===== config.mk =====
export PLATFORM = sky130hd
export DESIGN_NAME = mac_result_drain
export DESIGN_NICKNAME = d
export VERILOG_FILES = /design/src/rtl/mac_pkg.sv /design/src/rtl/lane_requant.sv /design/src/rtl/mac_result_drain.sv
export SDC_FILE = /design/constraint.sdc
export NUM_CORES = 1
export LEC_CHECK = 0
export ABC_AREA = 1
export CORE_UTILIZATION = 35
export CTS_CLUSTER_SIZE = 40
export DETAILED_ROUTE_END_ITERATION = 10
export PLACE_DENSITY = 0.62
export SLEW_MARGIN = 0
export SYNTH_ARGS = -nofsm -noshare
export SYNTH_HDL_FRONTEND = slang
export SYNTH_SLANG_ARGS = --single-unit

===== constraint.sdc =====
create_clock -name clk -period 8.4 [get_ports clk]
set_input_delay 0.84 -clock clk [delete_from_list [all_inputs] [get_ports clk]]
set_output_delay 0.84 -clock clk [all_outputs]
set_load 0.005 [all_outputs]

===== src/rtl/mac_pkg.sv =====
// ============================================================================
// mac_pkg
// Shared constants and helpers for the precision-scalable MAC accumulator:
// precision-level encodings, lane geometry per level, drain FSM states.
// Revision: 1.0
// ============================================================================
`default_nettype none

package mac_pkg;

  localparam int ACC_W = 56;
  localparam int OUT_W = 8;

  // prec_level encodings
  localparam logic [1:0] PREC_FULL = 2'b00;
  localparam logic [1:0] PREC_W4   = 2'b01;
  localparam logic [1:0] PREC_W2   = 2'b10;
  localparam logic [1:0] PREC_BAD  = 2'b11;

  // Lane count per level
  localparam int LANES_FULL = 1;
  localparam int LANES_W4   = 2;
  localparam int LANES_W2   = 4;

  // Lane width per level
  localparam int LW_FULL = 56;
  localparam int LW_W4   = 28;
  localparam int LW_W2   = 14;

  typedef enum logic [0:0] {
    ST_IDLE = 1'b0,
    ST_EMIT = 1'b1
  } drain_state_t;

  // Index of the final lane for a level; the illegal level never drains.
  function automatic logic [1:0] last_lane_idx(input logic [1:0] prec);
    case (prec)
      PREC_W4: return 2'(LANES_W4 - 1);
      PREC_W2: return 2'(LANES_W2 - 1);
      default: return 2'(LANES_FULL - 1);
    endcase
  endfunction

  // Largest useful right shift for a level (LW-1).
  function automatic logic [5:0] max_shift(input logic [1:0] prec);
    case (prec)
      PREC_W4: return 6'(LW_W4 - 1);
      PREC_W2: return 6'(LW_W2 - 1);
      default: return 6'(LW_FULL - 1);
    endcase
  endfunction

endpackage

`default_nettype wire


===== src/rtl/lane_requant.sv =====
// ============================================================================
// lane_requant
// Combinational requantizer: round-half-up, arithmetic right shift and
// saturation of one sign-extended accumulator lane to a signed OUT_W value.
// Optional macro MAC_DRAIN_RELU_EN clamps negative results to zero.
// Revision: 1.0
// ============================================================================
`default_nettype none

module lane_requant #(
  parameter int ACC_W = 56,
  parameter int OUT_W = 8,
  parameter int SH_W  = 6
) (
  input  logic [ACC_W-1:0] lane_val,
  input  logic [SH_W-1:0]  shift,
  output logic [OUT_W-1:0] result
);

  // One extra bit of headroom so the rounding increment cannot overflow.
  localparam logic signed [ACC_W:0] SAT_MAX = (ACC_W+1)'(2**(OUT_W-1) - 1);
  localparam logic signed [ACC_W:0] SAT_MIN = -SAT_MAX - (ACC_W+1)'(1);

  logic signed [ACC_W:0] ext;
  logic signed [ACC_W:0] inc;
  logic signed [ACC_W:0] sum;
  logic signed [ACC_W:0] shifted;

  // Round, shift, optionally rectify, then saturate.
  always_comb begin
    ext = signed'({lane_val[ACC_W-1], lane_val});
    inc = '0;
    if (shift != '0) begin
      inc = (ACC_W+1)'(1) << (shift - SH_W'(1));
    end
    sum     = ext + inc;
    shifted = sum >>> shift;
`ifdef MAC_DRAIN_RELU_EN
    if (shifted[ACC_W]) begin
      shifted = '0;
    end
`endif
    if (shifted > SAT_MAX) begin
      result = SAT_MAX[OUT_W-1:0];
    end else if (shifted < SAT_MIN) begin
      result = SAT_MIN[OUT_W-1:0];
    end else begin
      result = shifted[OUT_W-1:0];
    end
  end

endmodule

`default_nettype wire


===== src/rtl/mac_result_drain.sv =====
// ============================================================================
// mac_result_drain
// Reader side of the MAC accumulator: captures one packed 56-bit word, splits
// it into 1/2/4 signed lanes by precision level and streams the requantized
// lanes one per valid/ready handshake. ACC_W must stay 56.
// Optional macro MAC_DRAIN_RELU_EN enables ReLU on the requantized output.
// Revision: 1.0
// ============================================================================
`default_nettype none

module mac_result_drain #(
  parameter int ACC_W = 56,
  parameter int OUT_W = 8,
  parameter int SH_W  = 6
) (
  input  logic             clk,
  input  logic             rstn,
  input  logic [1:0]       prec_level,
  input  logic [SH_W-1:0]  shamt,
  input  logic             in_valid,
  output logic             in_ready,
  input  logic [ACC_W-1:0] in_acc,
  output logic             out_valid,
  input  logic             out_ready,
  output logic [OUT_W-1:0] out_data,
  output logic [1:0]       out_lane,
  output logic             out_last,
  output logic             busy,
  output logic             err_mode
);

  import mac_pkg::*;

  drain_state_t     state, next_state;
  logic [ACC_W-1:0] acc_q;
  logic [1:0]       prec_q;
  logic [SH_W-1:0]  sh_q;
  logic [1:0]       lane_idx;
  logic             accept;
  logic             advance;
  logic             lane_last;
  logic [ACC_W-1:0] lane_val;
  logic [SH_W-1:0]  lane_max_sh;
  logic [SH_W-1:0]  eff_sh;

  assign lane_last   = (lane_idx == last_lane_idx(prec_q));
  assign lane_max_sh = SH_W'(max_shift(prec_q));
  assign eff_sh      = (sh_q > lane_max_sh) ? lane_max_sh : sh_q;
  assign out_lane    = lane_idx;
  assign busy        = (state == ST_EMIT);

  // FSM state register.
  always_ff @(posedge clk or negedge rstn) begin
    if (!rstn) begin
      state <= ST_IDLE;
    end else begin
      state <= next_state;
    end
  end

  // Capture the word on acceptance, step the lane index, latch the error flag.
  always_ff @(posedge clk or negedge rstn) begin
    if (!rstn) begin
      acc_q    <= '0;
      prec_q   <= '0;
      sh_q     <= '0;
      lane_idx <= '0;
      err_mode <= 1'b0;
    end else if (accept) begin
      acc_q    <= in_acc;
      prec_q   <= prec_level;
      sh_q     <= shamt;
      lane_idx <= '0;
      if (prec_level == PREC_BAD) begin
        err_mode <= 1'b1;
      end
    end else if (advance) begin
      lane_idx <= lane_idx + 2'd1;
    end
  end

  // Next-state and handshake outputs.
  always_comb begin
    next_state = state;
    in_ready   = 1'b0;
    out_valid  = 1'b0;
    out_last   = 1'b0;
    accept     = 1'b0;
    advance    = 1'b0;
    case (state)
      ST_IDLE: begin
        in_ready = 1'b1;
        if (in_valid) begin
          accept = 1'b1;
          // An illegal level is flagged and dropped without emitting.
          if (prec_level != PREC_BAD) begin
            next_state = ST_EMIT;
          end
        end
      end
      ST_EMIT: begin
        out_valid = 1'b1;
        out_last  = lane_last;
        if (out_ready) begin
          if (lane_last) begin
            next_state = ST_IDLE;
          end else begin
            advance = 1'b1;
          end
        end
      end
      default: next_state = ST_IDLE;
    endcase
  end

  // Select the current lane from the captured word and sign-extend it.
  always_comb begin
    lane_val = acc_q;
    case (prec_q)
      PREC_W4: begin
        if (lane_idx[0]) begin
          lane_val = {{(ACC_W-LW_W4){acc_q[2*LW_W4-1]}}, acc_q[2*LW_W4-1 -: LW_W4]};
        end else begin
          lane_val = {{(ACC_W-LW_W4){acc_q[LW_W4-1]}}, acc_q[LW_W4-1 -: LW_W4]};
        end
      end
      PREC_W2: begin
        case (lane_idx)
          2'd0:    lane_val = {{(ACC_W-LW_W2){acc_q[1*LW_W2-1]}}, acc_q[1*LW_W2-1 -: LW_W2]};
          2'd1:    lane_val = {{(ACC_W-LW_W2){acc_q[2*LW_W2-1]}}, acc_q[2*LW_W2-1 -: LW_W2]};
          2'd2:    lane_val = {{(ACC_W-LW_W2){acc_q[3*LW_W2-1]}}, acc_q[3*LW_W2-1 -: LW_W2]};
          default: lane_val = {{(ACC_W-LW_W2){acc_q[4*LW_W2-1]}}, acc_q[4*LW_W2-1 -: LW_W2]};
        endcase
      end
      default: lane_val = acc_q;
    endcase
  end

  lane_requant #(
    .ACC_W (ACC_W),
    .OUT_W (OUT_W),
    .SH_W  (SH_W)
  ) u_requant (
    .lane_val (lane_val),
    .shift    (eff_sh),
    .result   (out_data)
  );

endmodule

`default_nettype wire


# After elaboration in Yosys (flattened, before gate mapping)
# Index checks and enable logic that the tools add are counted.
dict set report totals {
  register_bits 68
  latch_bits 0
  mem_bits_rw 0
  romBits 0
  out_inout_bits 15
  elab_cells 49
  memories 0
}
dict set report classes {
  addsub 3
  multipliers 0
  n_div 0
  order_cmp 3
  eq_ne 7
  shifts 2
  muxes 23
  bitwise 1
  reduce_logical 4
}
# operator n
set op_table {}
lappend op_table {{56-bit case mux with 3 select lines} 1}
lappend op_table {{56-bit case mux with 2 select lines} 1}
lappend op_table {{56-bit by 57-bit adder with 57-bit output} 1}
lappend op_table {{57-bit by 8-bit greater-than comparator with 1-bit output (second input constant)} 1}
lappend op_table {{57-bit by 8-bit < comparator with 1-bit output (second input constant)} 1}
lappend op_table {{57-bit 2-to-1 mux} 1}
lappend op_table {{1-bit by 6-bit << shifter with 57-bit output (first input constant)} 1}
lappend op_table {{57-bit by 6-bit >>> shifter with 57-bit output} 1}
lappend op_table {{56-bit 2-to-1 mux} 1}
lappend op_table {{8-bit 2-to-1 mux} 2}
lappend op_table {{6-bit case mux with 2 select lines} 1}
lappend op_table {{1-bit 2-to-1 mux} 11}
lappend op_table {{2-bit == test (second input constant)} 3}
lappend op_table {{6-bit greater-than comparator} 1}
lappend op_table {{6-bit 2-to-1 mux} 1}
lappend op_table {{6-bit nonzero test} 1}
lappend op_table {{6-bit by 1-bit subtractor with 6-bit output (second input constant)} 1}
lappend op_table {{2-bit by 1-bit == test with 1-bit output (second input constant)} 2}
lappend op_table {{2-bit 2-to-1 mux} 2}
lappend op_table {{2-bit case mux with 2 select lines} 1}
lappend op_table {{2-bit by 1-bit adder with 2-bit output (second input constant)} 1}
lappend op_table {{2-bit == test} 1}
lappend op_table {{2-bit zero test} 1}
lappend op_table {{2-bit inequality test (second input constant)} 1}
lappend op_table {{4 further kinds} 4}

# Logic depth before layout (Yosys ltp)
# Gate-level depths: netlist (run 1).
dict set report logic_depth {
  word_depth 12
  mapped_depth 60
  ltp_nobuf 56
}

# Cells and area by module
# Synthesis (run 1) repeated with hierarchy kept, for this count alone.
dict set report unflattened {
  cells_unflattened 2950
  hier_area_um2 14904.3
}
# mod instances cells_per_inst area_per_inst_um2 seq_area_each_um2
set by_module_without_submodules {}
lappend by_module_without_submodules {lane_requant 1 2324 10674.0 0.0}
lappend by_module_without_submodules {mac_result_drain 1 626 4230.3 1701.6}

# Worst setup path before layout (run 1)
# Ideal clock, no wire load.
dict set report synth_path {
  path_kind {reg-to-output}
  from {reg prec_q[0]}
  to {out out_data[0]}
  t_arrival_ns 6.607
  slack_ns 0.953
  stages_incl_launch_ff 54
  cell_sequence {dfrtp_1 > inv_1 > ha_1 > clkbuf_1 > inv_1 > clkbuf_1 > clkbuf_1 > ha_1 > nand2_1 > nor2_2 > nand3_1 > nand3_2 > nand2_4 > o21ai_2 > buf_2 > buf_2 > nor2_1 > inv_1 > [18 not listed] > nand3_1 > inv_1 > nand3_1 > nand2_2 > nand2_1 > buf_4 > nand3_1 > nand3_1 > nand2_1 > inv_1 > nand2_1 > nor2_1 > nand2_1 > nor2_1 > nand3_1 > nand2_2 > nand2_1 > nand2_1}
}
dict set report synth_between {
  elab_chain_len 12
}
# item line
set synth_lines {}
lappend synth_lines {{from (decl)} mac_result_drain.sv:36} ;# logic [1:0] prec_q;
lappend synth_lines {{from (signal assigned)} mac_result_drain.sv:71} ;# prec_q <= prec_level;
lappend synth_lines {{2-bit == test / 2-bit by 1-bit == test with 1-bit output (equally long branches)} {mac_pkg.sv:46, mac_result_drain.sv:119}}
lappend synth_lines {{6-bit case mux with 2 select lines} mac_pkg.sv:46} ;# case (prec)
lappend synth_lines {{6-bit greater-than comparator} mac_result_drain.sv:48} ;# assign eff_sh = (sh_q > lane_max_sh) ? lane_max_sh : sh_q;
lappend synth_lines {{6-bit 2-to-1 mux} mac_result_drain.sv:48}
lappend synth_lines {{6-bit by 1-bit subtractor with 6-bit output} lane_requant.sv:34} ;# inc = (ACC_W+1)'(1) << (shift - SH_W'(1));
lappend synth_lines {{1-bit by 6-bit << shifter with 57-bit output} lane_requant.sv:34}
lappend synth_lines {{57-bit 2-to-1 mux} lane_requant.sv:33} ;# if (shift != '0) begin
lappend synth_lines {{56-bit by 57-bit adder with 57-bit output} lane_requant.sv:36} ;# sum = ext + inc;
lappend synth_lines {{57-bit by 6-bit >>> shifter with 57-bit output *} lane_requant.sv:37} ;# shifted = sum >>> shift;
lappend synth_lines {{57-bit by 8-bit < comparator with 1-bit output} lane_requant.sv:45} ;# end else if (shifted < SAT_MIN) begin
lappend synth_lines {{8-bit 2-to-1 mux} lane_requant.sv:45}
lappend synth_lines {{8-bit 2-to-1 mux *} lane_requant.sv:43} ;# if (shifted > SAT_MAX) begin
lappend synth_lines {{to (decl)} mac_result_drain.sv:25} ;# output logic [OUT_W-1:0] out_data,
# Mark *: on every way between the ends. The rest lies on a longest branch, timed or not.

# Worst setup path after layout (run 1)
dict set report layout_path {
  from {reg prec_q[0]}
  to {out out_data[6]}
}
# The elaborated chain is that of the path after synthesis.

==> results of run 1 <==
## through the flow
step                setup WS, ns  instances  util (%)
floorplan                  0.953       2809         -
global placement           0.161       3721      46.2
detailed placement        0.0285       3721      46.2
CTS                      0.00357       3738      47.7
global route             -0.0635       3747      50.1
finish                     0.360       3747      50.1
## cell families after synthesis
family | after synthesis | synth area share (%)
AOI/OAI and AO/OA | 358 | 13.5
DFF | 68 | 12.0
and+or+nand+nor | 1846 | 55.0
buffers and inverters | 449 | 12.2
muxes | 1 | 0.0703
xor gates and xnor gates | 18 | 1.11
adders and majority gates | 69 | 6.12
## layout make-up
cell class / instances / area [µm²]
timing repair buffer: 523 / 4170
clock buffer: 9 / 225
sequential: 68 / 1700
fill: 4289 / 19900
inverter: 323 / 1210
tap: 525 / 657
clock inverter: 7 / 98.8
multi-input combinational: 2292 / 11900
## placed cells by master, fill, tap and decap left out, types with 4 or more instances in the layout
master           count
o211ai_1            17
o21ai_1             14
dfrtp_1             68
nor2_1             204
ha_4                 4
dlymetal6s2s_1       7
ha_1                61
nor2_4               9
o21bai_1             5
nand3_4              5
nand2_4              9
buf_6                5
nor3_1              24
nand2_2             64
or2_2                4
o21a_1               4
a21oi_1             95
nand4_1             30
nand3_1            419
nor3_2               7
a31oi_1             20
o22ai_1             14
nand2_1            927
inv_1              306
xor2_1              11
a21oi_2             26
buf_4              435
o21ai_0            149
nor2_2              41
clkdlybuf4s50_1     74
inv_2               14
clkbuf_16            9
nand3b_1             4
nand3_2             90
## worst reg2reg max path, stage by stage (launching register included)
cell     delay (ns)
dfrtp_1        0.44
inv_1          0.12
nand2_1        0.05
buf_4          0.29
inv_2          0.10
buf_4          0.58
nand2_1        0.22
o21ai_0        0.12
## timing repair
action,CTS,global route
setup endpoints to repair,7,7
pin swaps,10,63
buffers inserted,1,9
gates resized for setup,74,237
cloned,0,0
## sequential cells by signal, indices dropped and copies added (netlist names)
name and cells:
err_mode 1, busy 1, out_lane 2, sh_q 6, acc_q 56, prec_q 2
## per-layer routing
metal  routed length (µm)  GRT usage (%)  vias up
li1                     -              -     9965
met1                35200           52.4     9763
met2                32900           56.1      923
met3                 6890           6.52      104
met4                 2510           10.4        0
met5                    0              0        -
## how the worst max path moves through the flow
| stage | startpoint | endpoint | slack [ns] | cells after the start |
|---|---|---|---|---|
| floorplan | prec_q[0] | out_data[0] | 0.95 | 53 |
| global placement | prec_q[0] | out_data[0] | 0.16 | 53 |
| detailed placement | prec_q[0] | out_data[6] | 0.03 | 53 |
| CTS | prec_q[0] | out_data[6] | 0.004 | 53 |
| global route | prec_q[1] | out_data[6] | -0.06 | 56 |
| finish | prec_q[0] | out_data[6] | 0.36 | 50 |
==> impl_metrics.json, run 1 <==
{
  "rsz0062_at_grt": "true",
  "vias": 20800,
  "area_delta_synth_final_pct": 40.6,
  "yosysWarnings": 0,
  "ios": 83,
  "postRouteAntennaNets": 0,
  "fin_nets": 3354,
  "grt_overflow": 0,
  "critPathMaxFanout": 8,
  "routabilityCongestion": 1.04,
  "h-tree-depth": 3,
  "postSynthAreaPerCell_um2": 5.07,
  "r2r_cells": 7,
  "slowest_stage": "dfrtp_1",
  "grtUsageTotal_pct": 36.8,
  "clockRootBuffer": "clkbuf_16",
  "setup_viol": 0,
  "yosysTopAreaCellShare_pct": 26.1,
  "reg2reg_from": "busy",
  "start_kind": "register",
  "cp_slowest_stage_delay_ns": 0.38,
  "finalClockSkew_ns": 0.00745,
  "path_buf_inv": 14,
  "finalCritPeriodShare_pct": 95.7,
  "worst_hold_path_type": "reg -> reg",
  "netlist_top_cells_area": "nand2_1 (26%), nand3_1 (18%), dfrtp_1 (12%)",
  "hold_ws_ns": 0.481,
  "dpl.hpwl_um": 64400,
  "end_kind": "output pin",
  "crit_arrival_ns": 7.20,
  "slew_violations": 0,
  "viasPerCell": 5.54,
  "dieArea_um2": 41500,
  "cap_violations": 0,
  "drtIter0Drc": 2494,
  "core_area_um2": 39900,
  "cts_tree": "yes",
  "hold_buffers": 0,
  "crit_family": "simple AND/OR/NAND/NOR gates",
  "n_antenna_cell": 0,
  "hp-start": "err_mode",
  "synth_fp_nets": 2946,
  "synth_edf_count": 0,
  "portBuffers": 82,
  "die_w_um": 204,
  "cts.clk_slew.worst_paths_ns": 0.06,
  "placed_area_um2": 18400,
  "status": "complete, no violations",
  "initial_core_util_pct": 35.7,
  "grt_pass1_wl_um": 116000,
  "yosys.area.top_type": "nand2_1",
  "tightest_slew_ns": 1.02,
  "routedWlPerCell_um": 20.7,
  "antenna_found_initial": 1,
  "relSlewSlack_pct": 31.8,
  "clock_latency_ns": 0.33,
  "die_h_um": 204,
  "syn_inst": 2809,
  "synth_area_um2": 14200,
  "cts.sinks": 68,
  "hold_viol": 0,
  "grt_pass1_vias": 19400,
  "ys_top_cells_by_count": "nand2_1 (989), nand3_1 (507), inv_1 (315), nor2_1 (250), o21ai_0 (163)",
  "wl_um": 77500,
  "cts-buffers-inserted": 9,
  "synth_cell_type_count": 41,
  "worstHoldEndpoint": "err_mode",
  "first_pass_iters": 6,
  "reg2reg_to": "acc_q[0]",
  "yosysMostFrequentCell": "nand2_1",
  "max_clock_freq_mhz": 124,
  "holdPathStages": 1,
  "final_area_um2": 20000,
  "drive_gt1_share_pct": 23.4,
  "synth_seq_cells": 68,
  "synth_ff_type": "dfrtp_1",
  "ys_async_sr_fraction_pct": 100,
  "drc_errors": 0,
  "criticalPathCategory": "reg -> out",
  "cp_common_cell": "nand2_1",
  "fin_crit_ns": 8.04,
  "clk_path_buf_depth": 2,
  "grt_max_degree": 86,
  "cp_data_required_time_ns": 7.56,
  "num_rows": 73,
  "rrSetupSlack_ns": 6.39,
  "finalSetupTns_ns": 0,
  "seq_area_frac_synth_pct": 12.0
}
Power of run 1 is left out: the tool's default activity adds up to more than one toggle a clock period on the data nets, which glitch-free logic cannot reach.
==> inputs of run 2 (changes only) <==
--- a/config.mk
+++ b/config.mk
@@ -7,6 +7,7 @@
 export LEC_CHECK = 0
 export ABC_AREA = 1
 export CORE_UTILIZATION = 35
+export CTS_BUF_LIST = sky130_fd_sc_hd__clkbuf_4 sky130_fd_sc_hd__clkbuf_8 sky130_fd_sc_hd__clkbuf_16
 export CTS_CLUSTER_SIZE = 40
 export DETAILED_ROUTE_END_ITERATION = 10
 export PLACE_DENSITY = 0.62
==> results of run 2 <==
Same layout as run 1: the final DEF is identical, and so are final timing and power.
Power of run 2 is left out for the same reason.
==> inputs of run 3 (changes only) <==
--- a/config.mk
+++ b/config.mk
@@ -6,8 +6,8 @@
 export NUM_CORES = 1
 export LEC_CHECK = 0
 export ABC_AREA = 1
+export CAP_MARGIN = 0
 export CORE_UTILIZATION = 35
-export CTS_BUF_LIST = sky130_fd_sc_hd__clkbuf_4 sky130_fd_sc_hd__clkbuf_8 sky130_fd_sc_hd__clkbuf_16
 export CTS_CLUSTER_SIZE = 40
 export DETAILED_ROUTE_END_ITERATION = 10
 export PLACE_DENSITY = 0.62
==> results of run 3 <==
Same layout as run 1: the final DEF is identical, and so are final timing and power.
Power of run 3 is left out for the same reason.
